--- src/rtl/rooth_inst_loader.sv ---
// rooth_inst_loader
//   In-system boot loader for the rooth core. Accepts a byte stream
//   (4-byte little-endian word count L, 4*L little-endian data bytes,
//   1 XOR checksum byte over the data bytes), writes the assembled words
//   to instruction memory from word address 0, and holds the core in
//   reset until a load completes with a matching checksum.
//
// Ports
//   clk, rst       system clock, asynchronous active-high reset
//   start_i        single-cycle pulse that begins a load
//   rx_data_i      incoming byte
//   rx_valid_i     rx_data_i valid
//   rx_ready_o     loader accepts a byte this cycle
//   mem_we_o       instruction memory write strobe (one cycle per word)
//   mem_addr_o     word address
//   mem_wdata_o    word to write
//   core_rst_n_o   active-low reset to the rooth core
//   busy_o         load in progress
//   done_o         last load completed with good checksum
//   err_o          last load failed (bad length or bad checksum)
//   words_o        words written by the current or last load
//
// State table
//   IDLE  | waiting for start_i after reset
//   LEN   | collecting the 4 length bytes
//   DATA  | collecting the 4 bytes of the next word
//   WRITE | one-cycle memory write of the assembled word
//   SUM   | waiting for the checksum byte
//   DONE  | good load, core released
//   ERR   | failed load, core held in reset
module rooth_inst_loader #(
   parameter int ADDR_W    = 12,
   parameter int CPU_WIDTH = 32
) (
   input  logic                 clk,
   input  logic                 rst,
   input  logic                 start_i,
   input  logic [7:0]           rx_data_i,
   input  logic                 rx_valid_i,
   output logic                 rx_ready_o,
   output logic                 mem_we_o,
   output logic [ADDR_W-1:0]    mem_addr_o,
   output logic [CPU_WIDTH-1:0] mem_wdata_o,
   output logic                 core_rst_n_o,
   output logic                 busy_o,
   output logic                 done_o,
   output logic                 err_o,
   output logic [ADDR_W:0]      words_o
);

   typedef enum logic [2:0] {
      IDLE, LEN, DATA, WRITE, SUM, DONE, ERR
   } state_t;

   localparam logic [31:0] MAX_LEN = 32'd1 << ADDR_W;

   state_t                r_state;
   logic                  r_rx_ready;
   logic                  r_mem_we;
   logic [ADDR_W-1:0]     r_mem_addr;
   logic [CPU_WIDTH-1:0]  r_mem_wdata;
   logic                  r_core_rst_n;
   logic                  r_busy;
   logic                  r_done;
   logic                  r_err;
   logic [ADDR_W:0]       r_words;
   logic [ADDR_W:0]       r_len;
   logic [23:0]           r_shift;
   logic [1:0]            r_byte_cnt;
   logic [7:0]            r_xor;

   logic                  w_xfer;
   logic [31:0]           w_full;
   logic [ADDR_W:0]       w_words_inc;

   assign w_xfer      = rx_valid_i & r_rx_ready;
   // Bytes arrive LSB first and shift down, so the 4th byte completes the
   // little-endian value combinationally without being stored.
   assign w_full      = {rx_data_i, r_shift};
   assign w_words_inc = r_words + {{ADDR_W{1'b0}}, 1'b1};

   always_ff @(posedge clk or posedge rst) begin
      if (rst) begin
         r_state      <= IDLE;
         r_rx_ready   <= 1'b0;
         r_mem_we     <= 1'b0;
         r_mem_addr   <= '0;
         r_mem_wdata  <= '0;
         r_core_rst_n <= 1'b0;
         r_busy       <= 1'b0;
         r_done       <= 1'b0;
         r_err        <= 1'b0;
         r_words      <= '0;
         r_len        <= '0;
         r_shift      <= '0;
         r_byte_cnt   <= '0;
         r_xor        <= '0;
      end else begin
         r_mem_we <= 1'b0;
         case (r_state)
            IDLE, DONE, ERR: begin
               if (start_i) begin
                  r_state      <= LEN;
                  r_rx_ready   <= 1'b1;
                  r_busy       <= 1'b1;
                  r_core_rst_n <= 1'b0;
                  r_done       <= 1'b0;
                  r_err        <= 1'b0;
                  r_words      <= '0;
                  r_shift      <= '0;
                  r_byte_cnt   <= '0;
                  r_xor        <= '0;
               end
            end
            LEN: begin
               if (w_xfer) begin
                  r_shift    <= w_full[31:8];
                  r_byte_cnt <= r_byte_cnt + 2'd1;
                  if (r_byte_cnt == 2'd3) begin
                     if (w_full == 32'd0 || w_full > MAX_LEN) begin
                        r_state    <= ERR;
                        r_rx_ready <= 1'b0;
                        r_busy     <= 1'b0;
                        r_err      <= 1'b1;
                     end else begin
                        r_state <= DATA;
                        r_len   <= w_full[ADDR_W:0];
                     end
                  end
               end
            end
            DATA: begin
               if (w_xfer) begin
                  r_shift    <= w_full[31:8];
                  r_xor      <= r_xor ^ rx_data_i;
                  r_byte_cnt <= r_byte_cnt + 2'd1;
                  if (r_byte_cnt == 2'd3) begin
                     r_state     <= WRITE;
                     r_rx_ready  <= 1'b0;
                     r_mem_we    <= 1'b1;
                     // Address equals the count of words already written.
                     r_mem_addr  <= r_words[ADDR_W-1:0];
                     r_mem_wdata <= CPU_WIDTH'(w_full);
                  end
               end
            end
            WRITE: begin
               r_words    <= w_words_inc;
               r_rx_ready <= 1'b1;
               r_state    <= (w_words_inc == r_len) ? SUM : DATA;
            end
            SUM: begin
               if (w_xfer) begin
                  r_rx_ready <= 1'b0;
                  r_busy     <= 1'b0;
                  if (rx_data_i == r_xor) begin
                     r_state      <= DONE;
                     r_done       <= 1'b1;
                     r_core_rst_n <= 1'b1;
                  end else begin
                     r_state <= ERR;
                     r_err   <= 1'b1;
                  end
               end
            end
            default: r_state <= IDLE;
         endcase
      end
   end

   assign rx_ready_o   = r_rx_ready;
   assign mem_we_o     = r_mem_we;
   assign mem_addr_o   = r_mem_addr;
   assign mem_wdata_o  = r_mem_wdata;
   assign core_rst_n_o = r_core_rst_n;
   assign busy_o       = r_busy;
   assign done_o       = r_done;
   assign err_o        = r_err;
   assign words_o      = r_words;

endmodule

--- config.mk ---
export PLATFORM = sky130hd
export DESIGN_NAME = rooth_inst_loader
export DESIGN_NICKNAME = d
export VERILOG_FILES = /design/src/rtl/rooth_inst_loader.sv
export SDC_FILE = /design/constraint.sdc
export NUM_CORES = 1
export LEC_CHECK = 0
export BUFFER_PORTS_ARGS = -buffer_cell sky130_fd_sc_hd__buf_2
export CAP_MARGIN = 5
export CORE_ASPECT_RATIO = 1.4
export CORE_MARGIN = 2
export CORE_UTILIZATION = 50
export DETAILED_ROUTE_END_ITERATION = 6
export GPL_TIMING_DRIVEN = 1
export PLACE_DENSITY = 0.71
export SETUP_SLACK_MARGIN = 0.02
export SKIP_CTS_REPAIR_TIMING = 1
export SYNTH_ARGS = -nofsm -noshare
export SYNTH_HDL_FRONTEND = slang
export SYNTH_SLANG_ARGS = --single-unit
--- constraint.sdc ---
create_clock -name clk -period 3.2 [get_ports clk]
set_input_delay 0.32 -clock clk [delete_from_list [all_inputs] [get_ports clk]]
set_output_delay 0.32 -clock clk [all_outputs]
set_load 0.005 [all_outputs]
==> results of run 1 <==
-- state kept, by name (all words and copies together), names as in the netlist --
| register | cells |
|---|---|
| mem_wdata_o | 32 |
| r_shift | 24 |
| r_len | 13 |
| words_o | 13 |
| mem_addr_o | 12 |
| r_xor | 8 |
| r_state | 3 |
| r_byte_cnt | 2 |
| busy_o | 1 |
| done_o | 1 |
| err_o | 1 |
| mem_we_o | 1 |
| rx_ready_o | 1 |
-- final cells by class --
| cell class | instances | share of cell area, % |
|---|---|---|
| Tap cell | 138 | 2.85 |
| Sequential cell | 112 | 46.3 |
| Timing Repair Buffer | 78 | 7.02 |
| Inverter | 7 | 0.496 |
| Clock inverter | 4 | 0.516 |
| Multi-Input combinational cell | 354 | 39.0 |
| Clock buffer | 12 | 3.90 |
-- tightest hold or removal path, cell delays in order --
cell and delay, ps:
sky130_fd_sc_hd__buf_2 110, sky130_fd_sc_hd__clkinvlp_4 70, sky130_fd_sc_hd__buf_12 400
-- layout by cell type (no fill, tap or decap), types with 4 or more instances in the layout --
cell	instances
sky130_fd_sc_hd__mux2_2	48
sky130_fd_sc_hd__xnor2_1	15
sky130_fd_sc_hd__mux2_4	8
sky130_fd_sc_hd__nor2_1	26
sky130_fd_sc_hd__inv_1	5
sky130_fd_sc_hd__clkinvlp_4	4
sky130_fd_sc_hd__nand4_1	5
sky130_fd_sc_hd__nand3_1	6
sky130_fd_sc_hd__clkbuf_16	9
sky130_fd_sc_hd__dfrtp_1	112
sky130_fd_sc_hd__and3_1	6
sky130_fd_sc_hd__nand2b_1	10
sky130_fd_sc_hd__nor4_1	10
sky130_fd_sc_hd__xor2_1	13
sky130_fd_sc_hd__nor2b_1	5
sky130_fd_sc_hd__o31ai_1	4
sky130_fd_sc_hd__a21oi_1	8
sky130_fd_sc_hd__nor3_1	11
sky130_fd_sc_hd__o21ai_0	61
sky130_fd_sc_hd__buf_2	74
sky130_fd_sc_hd__nand2_1	72
-- power breakdown --
| part | internal (mW) | leakage, nW | switching, mW |
|---|---|---|---|
| sequential | 1.42 | 1.49 | 0.000576 |
| combinational | 0.0147 | 1.33 | 0.0461 |
| clock | 0.531 | 0.119 | 0.485 |
| total | 1.96 | 2.94 | 0.531 |
-- logic make-up after synthesis --
logic type      Yosys count  share of synthesized area (%)
simple gates            166                           15.2
flops                   112                           52.6
compound gates          101                           11.2
mux                      56                           12.4
buf+inv                  35                           3.22
xor+xnor                 28                           4.60
fa+ha+maj                 3                          0.845
-- final timing paths --
kind / from / end / slack (ps) / cells past startpoint
setup / recovery: r_state[1] / words_o[4] / 780 / 5
hold / removal: rst / mem_addr_o[9] / 110 / 3
setup reg to reg: r_state[1] / words_o[4] / 780 / 5
hold reg to reg: err_o / err_o / 490 / 1
max in group asynchronous: rst / r_state[2] / 2590 / 3
min in group clk: rx_data_i[3] / r_shift[19] / 280 / 3
-- metal layers --
layer  vias up  global-route usage (%)  part of all wire [%]
met5         -                       0                     0
met4         0                    7.58                   1.8
met3        20                    3.89                   4.7
met2       123                    34.9                    51
met1      1924                    26.8                    42
li1       1871                       -                     -
-- metrics by stage --
stage               util [%]  hold WS (ps)  area, um2  setup WS (ps)
global route            58.2           166       6060            596
floorplan                  -           454       5330           1250
detailed placement      55.7           475       5790            905
CTS                     58.2           177       6060            867
global placement        55.7           466       5790           1010
finish                  58.2           110       6060            780
==> results.sh, run 1 <==
export IMPL_drive_above_1_share_pct=27.5
export IMPL_portBuffers=74
export IMPL_clock_tree_from_tritoncts="yes"
export IMPL_footprint_of_the_multi_input_gates_um2=2360
export IMPL_detailedRoute_firstPassIterationCount=5
export IMPL_grt_first_pass_wirelength_mm=19.3
export IMPL_finalCritPeriodShare_pct=75.6
export IMPL_setup_viol=0
export IMPL_chip_width_um=91.3
export IMPL_tightest_slew_ps=1010
export IMPL_insertion_delay_ps=340
export IMPL_ys_flop_type="sky130_fd_sc_hd__dfrtp_1"
export IMPL_clk_root_buf="sky130_fd_sc_hd__clkbuf_16"
export IMPL_timing_critical_path_arrival_ps=2660
export IMPL_timing_clock_skew_ps=6.86
export IMPL_number_of_vias_per_cell=5.59
export IMPL_row_count=44
export IMPL_timing_critical_path_slowest_cell_delay_ps=810
export IMPL_avgRoutedWirePerCell_um=16.2
export IMPL_placed_cells=689
export IMPL_netlist_area_um2=5330
export IMPL_setup_total_negative_slack_ps=0
export IMPL_cellLeakagePower_nw=2.94
export IMPL_critPathTopFamily="compound AO/OA/AOI/OAI gates"
export IMPL_regArea_um2=2800
export IMPL_report_final_hold_viol_count=0
export IMPL_die_height_um=126
export IMPL_critical_path_peak_fanout=14
export IMPL_cts_sinks=112
export IMPL_final_max_slew_viol_count=0
export IMPL_synthMostInstantiatedCell="sky130_fd_sc_hd__dfrtp_1"
export IMPL_unrepaired_setup_endpoints_after_global_routing="false"
export IMPL_final_cells=705
export IMPL_total_global_route_track_usage_pct=20.7
export IMPL_hold_path_class="in -> async"
export IMPL_synthesis_instances=501
export IMPL_initial_antenna_violation_count=0
export IMPL_detailedRoute_firstIterationViolations=296
export IMPL_ir_drop_mv=0.256
export IMPL_synth_enable_flop_cells=0
export IMPL_critPathKind="reg -> reg"
export IMPL_yosysWarningCount=0
export IMPL_coreArea_um2=10400
export IMPL_drc_violation_count_after_routing=0
export IMPL_worst_setup_path_start_kind="flip-flop"
export IMPL_routed_wl_mm=11.4
export IMPL_finalWeightedCongestion=0.892
export IMPL_synth_seq_cells=112
export IMPL_cell_type_with_the_highest_aggregate_area_in_the_netlist="sky130_fd_sc_hd__dfrtp_1"
export IMPL_clk_transition_reported_paths_ps=70
export IMPL_post_synth_num_cell_types=54
export IMPL_boundaryPins=75
export IMPL_clock_tree_buffer_depth=2
export IMPL_detailedPlacementHpwl_mm=7.90
export IMPL_via_count=3938
export IMPL_layout_area_overhead_vs_synth_pct=13.7
export IMPL_synth_area_top_cells="sky130_fd_sc_hd__dfrtp_1, sky130_fd_sc_hd__mux2_2, sky130_fd_sc_hd__o21ai_0, sky130_fd_sc_hd__nand2_1, sky130_fd_sc_hd__xnor2_1"
export IMPL_fin_total_pwr_mw=2.49
export IMPL_post_synth_cell_area_avg_um2=10.6
export IMPL_initial_util_pct=51.2
export IMPL_cts_made_buffers=9
export IMPL_sequential_area_share_after_synthesis_pct=52.6
export IMPL_h_tree_levels=3
export IMPL_num_fill_cells=841
export IMPL_path_cells="nor2b_1 -> nor2_1 -> a2bb2oi_1 -> o21ai_0 -> o31ai_1"
export IMPL_synth_cells_most_frequent="sky130_fd_sc_hd__dfrtp_1, sky130_fd_sc_hd__nand2_1, sky130_fd_sc_hd__o21ai_0, sky130_fd_sc_hd__mux2_2, sky130_fd_sc_hd__nor2_1"
export IMPL_fp_dieArea_um2=11500
export IMPL_power_per_cell_area_nw_per_um2=411
export IMPL_grt_overflow_total=0
export IMPL_finish_net_count=577
export IMPL_fmaxAchievable_mhz=413
export IMPL_synthesis_nets=516
export IMPL_slew_limit_headroom_pct=32.3
export IMPL_synth_async_reset_ratio_pct=100
export IMPL_ant_nets=0
export IMPL_status="complete, no violations"
export IMPL_worst_endpoint_required_ps=3440
export IMPL_combined_buffer_and_inverter_count_along_the_critical_path=0
export IMPL_grt_pass1_vias=3793
export IMPL_finalCriticalPeriod_ps=2420
export IMPL_n_antenna_cell=0
export IMPL_critical_path_slowest_cell="sky130_fd_sc_hd__a2bb2oi_1"
export IMPL_max_cap_viol_count=0
export IMPL_area_share_of_the_largest_cell_type_after_synthesis_pct=52.6
export IMPL_pin_count_of_the_biggest_net_entering_global_routing=113
export IMPL_setup_worst_path_end_class="flip-flop"
Power figures use the tool's default switching activity.
==> run 2, diff against run 1 <==
--- a/config.mk
+++ b/config.mk
@@ -12,7 +12,7 @@
 export CORE_UTILIZATION = 50
 export DETAILED_ROUTE_END_ITERATION = 6
 export GPL_TIMING_DRIVEN = 1
-export PLACE_DENSITY = 0.71
+export PLACE_DENSITY = 0.68
 export SETUP_SLACK_MARGIN = 0.02
 export SKIP_CTS_REPAIR_TIMING = 1
 export SYNTH_ARGS = -nofsm -noshare
==> constraint.sdc (replaced) <==
create_clock -name clk -period 2.3 [get_ports clk]
set_input_delay 0.23 -clock clk [delete_from_list [all_inputs] [get_ports clk]]
set_output_delay 0.23 -clock clk [all_outputs]
set_load 0.005 [all_outputs]
==> results.sh, run 2 (same netlist as run 1, synthesis figures left out) <==
export IMPL_status="complete, no violations"
export IMPL_grt_overflow_total=0
export IMPL_routed_wl_mm=11.6
export IMPL_boundaryPins=75
export IMPL_min_delay_path_depth=3
export IMPL_post_route_cell_area_um2=6230
export IMPL_fp_dieArea_um2=11500
export IMPL_startpoint_of_the_worst_setup_timing_path="r_state[1]"
export IMPL_finalWeightedCongestion=0.907
export IMPL_hold_path_class="in -> reg"
export IMPL_detailedPlacementHpwl_mm=8.36
export IMPL_number_of_vias_per_cell=5.54
export IMPL_finalWorstSetupSlack_ps=201
export IMPL_pin_count_of_the_biggest_net_entering_global_routing=58
export IMPL_cellLeakagePower_nw=3.04
export IMPL_total_global_route_track_usage_pct=21.5
export IMPL_n_antenna_cell=0
export IMPL_worstHoldStart="rx_data_i[4]"
export IMPL_chip_width_um=91.3
export IMPL_slew_limit_headroom_pct=36.5
export IMPL_drive_above_1_share_pct=29.9
export IMPL_max_cap_viol_count=0
export IMPL_crit_reg2reg_capture="words_o[5]"
export IMPL_tightest_slew_ps=949
export IMPL_finish_net_count=589
export IMPL_clock_tree_from_tritoncts="yes"
export IMPL_finalCriticalPeriod_ps=2100
export IMPL_clk_root_buf="sky130_fd_sc_hd__clkbuf_16"
export IMPL_worstReg2RegStart="r_state[1]"
export IMPL_initial_util_pct=51.2
export IMPL_drc_violation_count_after_routing=0
export IMPL_final_max_slew_viol_count=0
export IMPL_setup_total_negative_slack_ps=0
export IMPL_cts_sinks=112
export IMPL_power_per_cell_area_nw_per_um2=603
export IMPL_unrepaired_setup_endpoints_after_global_routing="false"
export IMPL_critical_path_peak_fanout=13
export IMPL_largest_reg_flops=32
export IMPL_report_final_hold_viol_count=0
export IMPL_critPathKind="reg -> reg"
export IMPL_via_count=3971
export IMPL_fmaxAchievable_mhz=476
export IMPL_r2r_slack_ps=200
export IMPL_portBuffers=74
export IMPL_most_used_cells_in_the_layout_excluding_fill_and_tap_cells="sky130_fd_sc_hd__dfrtp_1, sky130_fd_sc_hd__buf_2, sky130_fd_sc_hd__nand2_1"
export IMPL_place_worst_setup_slack_ps=123
export IMPL_hold_ws_ps=186
export IMPL_grt_first_pass_wirelength_mm=19.8
export IMPL_row_count=44
export IMPL_cts_made_buffers=9
export IMPL_layout_area_overhead_vs_synth_pct=16.8
export IMPL_whs_endpoint="r_shift[20]"
export IMPL_setup_viol=0
export IMPL_num_fill_cells=888
export IMPL_die_height_um=126
export IMPL_detailedRoute_firstPassIterationCount=4
export IMPL_initial_antenna_violation_count=0
export IMPL_clk_transition_reported_paths_ps=70
export IMPL_timing_critical_path_arrival_ps=2350
export IMPL_setup_worst_path_end_class="flip-flop"
export IMPL_worst_endpoint_required_ps=2550
export IMPL_cell_area_after_placement_um2=5890
export IMPL_ant_nets=0
export IMPL_final_core_util_pct=59.8
export IMPL_detailedRoute_firstIterationViolations=233
export IMPL_clock_tree_buffer_depth=2
export IMPL_grt_pass1_vias=4020
export IMPL_worst_setup_path_start_kind="flip-flop"
export IMPL_finalCritPeriodShare_pct=91.3
export IMPL_mostFrequentLayoutCell="sky130_fd_sc_hd__dfrtp_1"
export IMPL_timing_clock_skew_ps=7.35
export IMPL_coreArea_um2=10400
export IMPL_ir_drop_mv=0.390
export IMPL_insertion_delay_ps=350
export IMPL_ff2ff_path_depth=5
export IMPL_h_tree_levels=3
export IMPL_avgRoutedWirePerCell_um=16.2
## run 2: cell count changes in the layout (fill, tap and decap cells not counted), moves of 2 or more
cell and change:
sky130_fd_sc_hd__inv_6 +3, sky130_fd_sc_hd__clkbuf_1 -3, sky130_fd_sc_hd__clkinvlp_4 -2, sky130_fd_sc_hd__bufinv_16 +2
sky130_fd_sc_hd__buf_4 +10
## run 2: where the power goes
group	switching [mW]	internal, mW	leakage (nW)
Clock	0.728	0.965	0.157
Combinational	0.0670	0.0238	1.39
Sequential	0.000929	1.97	1.49
Total	0.796	2.96	3.04
## run 2: final cells by class
| class | instances | area (um2) | share of cell area, % |
|---|---|---|---|
| flip-flops and latches | 112 | 2800 | 45.0 |
| clock inverters | 7 | 98.8 | 1.59 |
| multi-input cells | 354 | 2360 | 38.0 |
| well taps | 138 | 173 | 2.77 |
| repair buffers | 90 | 531 | 8.52 |
| inverters | 7 | 30.0 | 0.482 |
| clock buffers | 9 | 225 | 3.62 |
## run 2: worst max-delay path by stage
stage,slack [ps],depth (start not counted),endpoint
4_1_cts,100,7,r_state[1]
3_3_place_gp,120,7,r_state[1]
6_report,200,5,words_o[5]
2_1_floorplan,350,7,r_state[1]
3_5_place_dp,120,7,r_state[1]
5_1_grt,60,5,words_o[4]
## run 2: critical path, stage by stage (launching register included)
cell and delay [ps]:
sky130_fd_sc_hd__dfrtp_1 470, sky130_fd_sc_hd__nor2b_1 320, sky130_fd_sc_hd__nor2_1 90, sky130_fd_sc_hd__a2bb2oi_1 760, sky130_fd_sc_hd__o21ai_0 230, sky130_fd_sc_hd__o31ai_1 120
## run 2: layer usage
layer,vias to the layer above,GRT usage (%),wire length [um]
li1,1905,-,-
met1,1926,26.3,4890
met2,110,36.6,5860
met3,30,3.35,408
met4,0,10.9,429
met5,-,0,0
## run 2: per-stage QoR
step / power (mW) / instances
finish: 3.75 / 717
global route: 3.88 / 717
CTS: 3.79 / 716
detailed placement: 2.10 / 700
global placement: 2.10 / 700
floorplan: 2.05 / 501
